**config.mk**
```make
export PLATFORM = sky130hd
export DESIGN_NAME = imem_program_loader
export DESIGN_NICKNAME = d
export VERILOG_FILES = /design/src/rtl/imem_program_loader.sv
export SDC_FILE = /design/constraint.sdc
export NUM_CORES = 1
export LEC_CHECK = 0
export ABC_CLOCK_PERIOD_IN_PS = 4800
export CAP_MARGIN = 10
export CORE_MARGIN = 3
export CORE_UTILIZATION = 29
export DETAILED_ROUTE_END_ITERATION = 6
export PLACE_DENSITY = 0.77
export SYNTH_ARGS = -nofsm -noshare
export SYNTH_HDL_FRONTEND = slang
export SYNTH_SLANG_ARGS = --single-unit
```
**constraint.sdc**
```tcl
create_clock -name clk -period 4.8 [get_ports clk]
set_clock_uncertainty 0.2 [all_clocks]
set_input_delay 1.2 -clock clk [delete_from_list [all_inputs] [get_ports clk]]
set_output_delay 1.2 -clock clk [all_outputs]
set_load 0.01 [all_outputs]
```
**src/rtl/imem_program_loader.sv**
```systemverilog
// Encodes LEGv8 instruction fields into 32-bit words and writes them to sequential
// instruction-memory byte addresses (0, 4, 8, ...); the exact inverse of iDecode.
`ifndef WORD
`define WORD 64
`endif
`ifndef INSTR_LEN
`define INSTR_LEN 32
`endif

module imem_program_loader #(
  parameter int unsigned DEPTH = 16
) (
  input  logic                      clk,
  input  logic                      reset,
  input  logic                      start,
  input  logic                      in_valid,
  output logic                      in_ready,
  input  logic                      in_last,
  input  logic [1:0]                fmt,
  input  logic [10:0]               opcode,
  input  logic [4:0]                rd,
  input  logic [4:0]                rn,
  input  logic [4:0]                rm,
  input  logic [`WORD-1:0]          imm,
  output logic                      imem_we,
  output logic [`WORD-1:0]          imem_addr,
  output logic [`INSTR_LEN-1:0]     imem_wdata,
  output logic [$clog2(DEPTH):0]    count,
  output logic                      done,
  output logic                      err
);

  localparam int unsigned CW = $clog2(DEPTH) + 1;

  typedef enum logic [1:0] {IDLE, LOAD, WRITE, DONE} state_t;

  state_t                state;
  logic                  last_q;
  logic                  imm_ok;
  logic [`INSTR_LEN-1:0] word;

  // Signed ranges are checked by requiring every bit above the field to equal the field's sign.
  always_comb begin
    imm_ok = 1'b0;
    word   = '0;
    case (fmt)
      2'd0: begin
        imm_ok = (imm[`WORD-1:6] == '0);
        word   = {opcode, rm, imm[5:0], rn, rd};
      end
      2'd1: begin
        imm_ok = (&imm[`WORD-1:8]) || (~|imm[`WORD-1:8]);
        word   = {opcode, imm[8:0], 2'b00, rn, rd};
      end
      2'd2: begin
        imm_ok = (&imm[`WORD-1:18]) || (~|imm[`WORD-1:18]);
        word   = {opcode[10:3], imm[18:0], rd};
      end
      default: begin
        imm_ok = (&imm[`WORD-1:25]) || (~|imm[`WORD-1:25]);
        word   = {opcode[10:5], imm[25:0]};
      end
    endcase
  end

  always_ff @(posedge clk or posedge reset) begin
    if (reset) begin
      state      <= IDLE;
      in_ready   <= 1'b0;
      imem_we    <= 1'b0;
      imem_addr  <= '0;
      imem_wdata <= '0;
      count      <= '0;
      done       <= 1'b0;
      err        <= 1'b0;
      last_q     <= 1'b0;
    end else if (start) begin
      // Restart wins over any pending write or simultaneous in_valid.
      state     <= LOAD;
      in_ready  <= 1'b1;
      imem_we   <= 1'b0;
      imem_addr <= '0;
      count     <= '0;
      done      <= 1'b0;
      err       <= 1'b0;
      last_q    <= 1'b0;
    end else begin
      case (state)
        IDLE: ;
        LOAD: begin
          if (in_valid) begin
            if (imm_ok) begin
              imem_wdata <= word;
              imem_addr  <= `WORD'({count, 2'b00});
              last_q     <= in_last;
              imem_we    <= 1'b1;
              in_ready   <= 1'b0;
              state      <= WRITE;
            end else begin
              err <= 1'b1;
            end
          end
        end
        WRITE: begin
          imem_we <= 1'b0;
          count   <= count + 1'b1;
          if (last_q || (count + 1'b1) == CW'(DEPTH)) begin
            done  <= 1'b1;
            state <= DONE;
          end else begin
            in_ready <= 1'b1;
            state    <= LOAD;
          end
        end
        DONE: ;
        default: state <= IDLE;
      endcase
    end
  end

endmodule
```
==> metrics.yaml, run 1 <==
cts_root_buf: "clkbuf_8"
cts-buffers-inserted: 5
placed_area_mm2: 0.00460
ys_ff_latch: 49
hold_buffers: 0
r2r-start: "state[1]$_DFFE_PP0P_"
synth-compound-area-share_pct: 6.97
crit_slowest_cell: "o21ai_4"
die_w_um: 112
synth_top_family_by_area: "multiplexers"
synthCells: 307
die_height_um: 112
ys.flop_type: "dfrtp_1"
timing.fmax_mhz: 265
pwr-share-comb_pct: 20.5
fin_crit_sh_pct: 78.6
io_buffer_count: 142
p_clk_share_pct: 33.6
drt-total-wl_mm: 9.75
drt-wirelength-per-cell_um: 16.6
required_ns: 4.80
tightest_slew_ns: 1.05
cts.reportedPaths.clkPinSlew_ns: 0.10
post_cts_buffers: 0
syn_area_mm2: 0.00325
placed_cells: 581
power_frac_seq_pct: 46.0
crit_path_max_fanout: 24
drc: 0
synth_edf_count: 0
fin_cells: 589
initial_utilization_pct: 29.8
hold_viol: 0
p_leak_uw: 0.00201
max_slew_margin_pct: 29.9
end_kind: "flop"
final_cell_mix: "clkdlybuf4s50_1 (142), conb_1 (59), dfrtp_1 (49)"
p_sw_share_pct: 25.6
cp-startpoint: "fmt[0]"
cts.sinks: 49
seq_area_frac_synth_pct: 37.8
die-area_mm2: 0.0125
syn-mean-instance-area_um2: 10.6
grt_pass1_vias: 2909
viasPerCell: 4.74
setup_viol: 0
htree_levels: 2
crit_type: "primary input to flop"
drive_gt1_share_pct: 14.9
cts_buffer_depth: 2
intPower_uw: 669
ant_nets: 0
ir_worst_vdd_uv: 103
synth_cell_types: 40
io_pins: 202
maxCapViolations: 0
globalplace.congestion: 0.904
period_needed_ns: 3.77
final_common_cell: "clkdlybuf4s50_1"
muxShareOfSynthArea_pct: 23.2
grt_overflow_total: 0
yosysWarnings: 0
cts_tree: "yes"
min_from: "imem_wdata[15]$_DFFE_PP0P_"
slowest_delay_ns: 0.67
power_uw: 900
rsz0062_at_grt: "no"
path_cells: "clkdlybuf4s50_1, o2111ai_1, a32oi_2, o21ai_4, buf_4, mux2_2"
crit_path_start_kind: "primary input"
whs_path_depth: 1
clk_latency_ns: 0.29
grt_pass1_wl_mm: 14.9
synth_fa_ha_area_share_pct: 0.385
finalSetupTns_ns: 0
ctsResizeCount: 0
power_density_mw_per_mm2: 191
grt_max_degree: 50
status: "completed"
nFillCells: 1058
min_path_type: "flop to flop"
antenna_found_initial: 0
worstRegToRegCells: 6
arrival_ns: 3.77
drt_first_pass_iters: 4
num_rows: 38
drt_iter0_markers: 129
grtUsageTotal_pct: 14.8
area_growth_pct: 45.1
final_nets: 546
final_cell_area_mm2: 0.00471
slew_viol_final: 0
async_flop_share_pct: 100
core_mm2: 0.0109
synth-xor-area-share_pct: 1.08
hpwl_mm: 8.06
diodes: 0
vias: 2792
power.switching_uw: 231
synth-simple-area-share_pct: 13.8
## through the flow
stage / setup WS (ns) / utilization, % / hold WS (ns)
finish: 1.03 / 43.3 / 0.317
detailed placement: 0.646 / 42.3 / 0.298
floorplan: 1.54 / - / 0.328
global placement: 0.734 / 42.3 / 0.293
CTS: 0.988 / 43.3 / 0.322
global route: 0.838 / 43.3 / 0.333
## power groups by stage
stage | Sequential (uW) | Combinational [uW] | Clock [uW]
final | 414 | 184 | 302
after global routing | 414 | 199 | 328
after CTS | 414 | 184 | 311
after detailed placement | 422 | 183 | 0
after global placement | 422 | 180 | 0
after floorplan | 422 | 108 | 0
## cells in the mapped netlist, types with 7 or more instances
cell type | n | area [um^2]
mux4_2 | 9 | 203
dfrtp_1 | 49 | 1230
nor4_1 | 12 | 75.1
a21oi_1 | 12 | 60.1
mux2i_1 | 10 | 100
buf_4 | 59 | 443
mux2_2 | 36 | 405
o2bb2ai_1 | 7 | 61.3
nor2_1 | 20 | 75.1
inv_1 | 11 | 41.3
nand4_1 | 20 | 125
## cell families after synthesis
family	Yosys count
buf+inv	81
simple gates	80
mux	58
flops	49
compound gates	33
xor+xnor	4
fa+ha+maj	1
other cells	1
## layer usage
metal  wire, um  track usage [%]  share of wire [%]
met5          0                0                  0
met4        224             3.73                2.3
met3        875             4.84                9.0
met2       4980             26.3                 51
met1       3670             17.3                 38
## layout make-up
type | count | area (um^2) | share of cell area, %
Clock buffer | 5 | 68.8 | 1.46
Clock inverter | 3 | 43.8 | 0.929
Inverter | 11 | 41.3 | 0.876
Multi-Input combinational cell | 235 | 1710 | 36.2
Sequential cell | 49 | 1230 | 26.0
Tap cell | 140 | 175 | 3.72
Timing Repair Buffer | 146 | 1450 | 30.8
## worst max-delay path, delay by kind of cell
| family | cells | cell delay [ns] |
|---|---|---|
| compound gates | 3 | 1.18 |
| mux | 1 | 0.37 |
| buf+inv | 2 | 1.00 |
## registers in the layout, indices dropped and copies added, names as in the netlist, 2 cells and up
name	flops
count	5
state	2
imem_addr	5
imem_wdata	32
## final timing paths
path	endpoint	slack, ns
worst max-delay path	imem_wdata[2]$_DFFE_PP0P_	1.03
min in group asynchronous	imem_wdata[14]$_DFFE_PP0P_	1.27
max in group asynchronous	in_ready$_DFFE_PP0P_	2.48
worst max register to register	imem_wdata[2]$_DFFE_PP0P_	2.77
worst min register to register	imem_wdata[15]$_DFFE_PP0P_	0.32
worst min-delay path	imem_wdata[15]$_DFFE_PP0P_	0.32
(Power assumes the default switching activity.)
==> run 2: changes to the inputs <==
--- a/config.mk
+++ b/config.mk
@@ -5,12 +5,12 @@
 export SDC_FILE = /design/constraint.sdc
 export NUM_CORES = 1
 export LEC_CHECK = 0
-export ABC_CLOCK_PERIOD_IN_PS = 4800
+export ABC_CLOCK_PERIOD_IN_PS = 3400
 export CAP_MARGIN = 10
 export CORE_MARGIN = 3
 export CORE_UTILIZATION = 29
 export DETAILED_ROUTE_END_ITERATION = 6
-export PLACE_DENSITY = 0.77
+export PLACE_DENSITY = 0.79
 export SYNTH_ARGS = -nofsm -noshare
 export SYNTH_HDL_FRONTEND = slang
 export SYNTH_SLANG_ARGS = --single-unit
==> constraint.sdc (replaced) <==
create_clock -name clk -period 3.4 [get_ports clk]
set_clock_uncertainty 0.2 [all_clocks]
set_input_delay 0.85 -clock clk [delete_from_list [all_inputs] [get_ports clk]]
set_output_delay 0.85 -clock clk [all_outputs]
set_load 0.01 [all_outputs]
==> run 2 against run 1 <==
Effect of this change: clock power grew 11%; first-iteration DRC count shrank 1.6%; worst setup slack lost 0.74 ns; non-clock buffer count grew 14; critical path type unchanged; largest cell class unchanged; largest power group unchanged.
==> metrics.yaml, run 2 (same netlist as run 1, synthesis figures left out) <==
status: "completed"
fin_crit_sh_pct: 91.6
area_growth_pct: 48.0
grt_pass1_vias: 2895
nFillCells: 1045
cp-startpoint: "imm[20]"
htree_levels: 2
vias: 2801
path_cells: "clkdlybuf4s50_1, or4_4, nor4_4, o2111ai_1, a32oi_2, buf_4, o21bai_1, a21o_1"
initial_utilization_pct: 29.8
post_cts_buffers: 0
crit_buf_inv: 2
die-area_mm2: 0.0125
reg_top3: "imem_wdata (32), count (5), imem_addr (5)"
dr.max_layer_used: "met4"
power_uw: 1190
tightest_slew_ns: 0.636
grt_overflow_total: 0
whs_path_depth: 1
route.met2.wl_mm: 4.75
setup_ws_ns: 0.284
antenna_found_initial: 0
finalSetupTns_ns: 0
largest_register_ffs: 32
final_cell_mix: "clkdlybuf4s50_1 (142), conb_1 (59), dfrtp_1 (49)"
diodes: 0
power_frac_seq_pct: 49.2
cts.reportedPaths.clkPinSlew_ns: 0.09
met3_wirelength_um: 759
register_area_mm2: 0.00123
crit_type: "primary input to flop"
crit_path_max_fanout: 9
drt_iter0_markers: 127
timing.fmax_mhz: 321
io_buffer_count: 142
num_rows: 38
io_pins: 202
grt_pass1_wl_mm: 15.1
drive_gt1_share_pct: 17.5
placed_area_mm2: 0.00472
cts_buffer_depth: 2
period_needed_ns: 3.12
final_nets: 560
cts-buffers-inserted: 5
grtUsageTotal_pct: 14.9
endpoint: "state[0]$_DFFE_PP0P_"
largest-register: "imem_wdata"
post-place-ws_ns: -0.0329
drt-wirelength-per-cell_um: 16.0
r2r_slack_ns: 1.60
r2r-start: "state[1]$_DFFE_PP0P_"
multi_input_area_mm2: 0.00171
p_clk_share_pct: 28.3
critical-path-top-delay-family: "compound AO/OA/AOI/OAI gates"
ant_nets: 0
slew_viol_final: 0
drc: 0
arrival_ns: 3.11
crit_slowest_cell: "or4_4"
pwr-share-comb_pct: 22.5
ctsResizeCount: 0
crit_path_start_kind: "primary input"
final_cell_area_mm2: 0.00481
end_kind: "flop"
timing.hold.ws_ns: 0.313
maxCapViolations: 0
cts.sinks: 49
core_mm2: 0.0109
ir_worst_vdd_uv: 172
drt_first_pass_iters: 4
min_path_type: "flop to flop"
cts_root_buf: "clkbuf_8"
intPower_uw: 873
drt-total-wl_mm: 9.64
cts_tree: "yes"
grt_max_degree: 50
reg2reg_to: "imem_wdata[17]$_DFFE_PP0P_"
clk_latency_ns: 0.29
rsz0062_at_grt: "no"
p_leak_uw: 0.00207
power.switching_uw: 314
final_common_cell: "clkdlybuf4s50_1"
die_w_um: 112
globalplace.congestion: 0.950
power_density_mw_per_mm2: 247
slowest_delay_ns: 0.56
worstRegToRegCells: 6
hold_viol: 0
wl_met1_mm: 3.99
hpwl_mm: 7.90
viasPerCell: 4.65
required_ns: 3.39
setup_viol: 0
critical_path_depth: 8
max_slew_margin_pct: 57.6
hold_buffers: 0
p_sw_share_pct: 26.4
die_height_um: 112
## run 2: changes by cell type in the layout (fill, tap and decap cells not counted), sizes merged
cell / previous run / this run
clkinv: 1 / 2
bufinv: 1 / 0
clkinvlp: 0 / 1
buf: 4 / 18
inv: 12 / 11
## run 2: power by group through the flow
stage | Clock, uW | Combinational [uW] | Sequential, uW
after floorplan | 0 | 152 | 595
after global placement | 0 | 262 | 595
after detailed placement | 0 | 265 | 595
after CTS | 353 | 266 | 584
after global routing | 381 | 288 | 584
final | 336 | 267 | 583
## run 2: worst min-delay path by stage
stage / slack, ns / to / startpoint
CTS: 0.32 / imem_wdata[16]$_DFFE_PP0P_ / imem_wdata[16]$_DFFE_PP0P_
floorplan: 0.33 / state[0]$_DFFE_PP0P_ / state[1]$_DFFE_PP0P_
global placement: 0.29 / imem_wdata[26]$_DFFE_PP0P_ / imem_wdata[26]$_DFFE_PP0P_
global route: 0.34 / imem_wdata[24]$_DFFE_PP0P_ / imem_wdata[24]$_DFFE_PP0P_
detailed placement: 0.29 / imem_wdata[28]$_DFFE_PP0P_ / imem_wdata[28]$_DFFE_PP0P_
finish: 0.31 / imem_wdata[11]$_DFFE_PP0P_ / imem_wdata[11]$_DFFE_PP0P_
## run 2: final cells by class
| cell class | instances | share of cell area [%] |
|---|---|---|
| clock buffer | 5 | 1.43 |
| timing repair buffer | 160 | 32.6 |
| sequential | 49 | 25.5 |
| clock inverter | 3 | 0.364 |
| inverter | 11 | 0.859 |
| tap | 140 | 3.64 |
| multi-input combinational | 235 | 35.5 |
## run 2: routing by layer
layer  GRT usage, %  vias up
met1           19.3     1336
met3           4.29       14
met5              0        -
met2           24.8      135
met4           3.41        0
li1               -     1316
## run 2: worst register-to-register path, delay by kind of cell, from the launching register on
kind            cells  cell delay [ns]
buf+inv             2             0.30
simple gates        2             0.38
compound gates      1             0.13
flops               1             0.38
mux                 1             0.30
## run 2: stage by stage
stage,std cells,util [%]
after floorplan,365,-
after global placement,595,43.3
after detailed placement,595,43.3
after CTS,603,44.1
after global routing,603,44.1
final,603,44.1
==> run 3: changes to the inputs <==
--- a/config.mk
+++ b/config.mk
@@ -8,9 +8,9 @@
 export ABC_CLOCK_PERIOD_IN_PS = 3400
 export CAP_MARGIN = 10
 export CORE_MARGIN = 3
-export CORE_UTILIZATION = 29
+export CORE_UTILIZATION = 34
 export DETAILED_ROUTE_END_ITERATION = 6
-export PLACE_DENSITY = 0.79
+export PLACE_DENSITY = 0.89
 export SYNTH_ARGS = -nofsm -noshare
 export SYNTH_HDL_FRONTEND = slang
 export SYNTH_SLANG_ARGS = --single-unit
==> run 3 against run 2 <==
Effect of this change: design area grew 0.44%; worst hold slack gained 0.0040 ns; flip-flop and latch count is the same; worst setup slack lost 0.011 ns; combinational power is essentially flat; clock power grew 30%; via count grew 1.6%; total power grew 8.6%; die area shrank 14%; critical endpoint unchanged.
==> metrics.yaml, run 3 (same netlist as run 1, synthesis figures left out) <==
min_path_type: "flop to flop"
critical_path_depth: 8
crit_type: "primary input to flop"
vias: 2845
fin_crit_sh_pct: 92.0
cts.reportedPaths.clkPinSlew_ns: 0.09
rsz0062_at_grt: "no"
grt_pass1_wl_mm: 14.9
globalplace.congestion: 0.937
initial_utilization_pct: 35.0
nFillCells: 807
placed_cells: 583
required_ns: 3.40
arrival_ns: 3.13
drt_first_pass_iters: 4
whs_path_depth: 1
drt-wirelength-per-cell_um: 15.9
drt_iter0_markers: 137
core_mm2: 0.00928
largest-register: "imem_wdata"
max_slew_margin_pct: 58.0
die_w_um: 104
ir_worst_vdd_uv: 182
power_density_mw_per_mm2: 267
final_cell_mix: "clkdlybuf4s50_1 (142), conb_1 (59), dfrtp_1 (49)"
hold_buffers: 0
r2r_slack_ns: 1.67
largest_register_ffs: 32
cts.sinks: 49
tightest_slew_ns: 0.629
grt_max_degree: 50
worstRegToRegCells: 6
die-area_mm2: 0.0108
diodes: 0
final_common_cell: "clkdlybuf4s50_1"
clk_latency_ns: 0.30
cts-buffers-inserted: 5
reg_top3: "imem_wdata (32), count (5), imem_addr (5)"
maxCapViolations: 0
fin_cells: 591
grtUsageTotal_pct: 16.9
hpwl_mm: 7.83
hold_viol: 0
ctsResizeCount: 0
post_cts_buffers: 0
slowest_delay_ns: 0.45
io_pins: 202
timing.fmax_mhz: 320
crit_path_start_kind: "primary input"
cts_root_buf: "clkbuf_8"
viasPerCell: 4.81
timing.hold.ws_ns: 0.317
crit_buf_inv: 2
antenna_found_initial: 0
end_kind: "flop"
p_leak_uw: 0.00209
register_area_mm2: 0.00123
period_needed_ns: 3.13
ant_nets: 0
crit_slowest_cell: "clkdlybuf4s50_1"
drc: 0
crit_path_max_fanout: 9
io_buffer_count: 142
grt_pass1_vias: 2872
status: "completed"
num_rows: 35
drive_gt1_share_pct: 17.3
cts_buffer_depth: 2
area_growth_pct: 48.6
final_nets: 559
path_cells: "clkdlybuf4s50_1, nor4_1, nand4_1, or3_1, a32oi_2, buf_4, o21bai_1, a21o_1"
grt_overflow_total: 0
cts_tree: "yes"
slew_viol_final: 0
drt-total-wl_mm: 9.41
setup_viol: 0
multi_input_area_mm2: 0.00171
htree_levels: 2
die_height_um: 104
critical-path-top-delay-family: "simple AND/OR/NAND/NOR gates"
run 3: cell types whose count changed in the layout (fill, tap and decap cells not counted):
cell	delta
clkinvlp_4	-1
bufinv_16	+1
buf_12	+1
clkinv_2	-2
inv_6	+2
buf_4	-2
run 3: final timing paths:
path,start,endpoint
worst max register to register,state[1]$_DFFE_PP0P_,imem_wdata[10]$_DFFE_PP0P_
min in group asynchronous,reset,imem_wdata[21]$_DFFE_PP0P_
worst min-delay path,imem_wdata[31]$_DFFE_PP0P_,imem_wdata[31]$_DFFE_PP0P_
worst min register to register,imem_wdata[31]$_DFFE_PP0P_,imem_wdata[31]$_DFFE_PP0P_
worst max-delay path,imm[53],state[0]$_DFFE_PP0P_
max in group asynchronous,reset,imem_wdata[10]$_DFFE_PP0P_
run 3: area by class of cell:
cell class              instances  area share, %
repair buffers                159           32.6
multi-input cells             235           35.4
inverters                      11          0.855
clock buffers                   5           1.43
well taps                     129           3.34
flip-flops and latches         49           25.4
clock inverters                 3          0.985
run 3: routing by layer:
metal,GRT usage (%),part of all wire (%)
met5,0,0
met4,4.37,1.5
met3,4.36,9.3
met2,28.6,49
met1,21.6,40
run 3: metrics by stage:
stage / total power [uW] / instance area (um^2) / setup slack, ns / util, % / setup TNS (ns)
after floorplan: 748 / 3470 / 0.487 / - / 0
after global placement: 855 / 4710 / 0.0455 / 50.7 / 0
after detailed placement: 859 / 4710 / -0.0336 / 50.7 / -0.452
after CTS: 1300 / 4830 / 0.292 / 52.0 / 0
after global routing: 1350 / 4830 / 0.135 / 52.0 / 0
final: 1290 / 4830 / 0.273 / 52.0 / 0
run 3: worst register-to-register path, delay by kind of cell, from the launching register on:
| kind | cells | cell delay, ns |
|---|---|---|
| AO/OA/AOI/OAI | 1 | 0.10 |
| buffers and inverters | 2 | 0.32 |
| flip-flops | 1 | 0.38 |
| multiplexers | 1 | 0.29 |
| AND/OR/NAND/NOR | 2 | 0.33 |
run 3: report_power, final:
group / switching, uW / internal [uW]
combinational: 118 / 148
clock: 213 / 225
sequential: 0.553 / 583
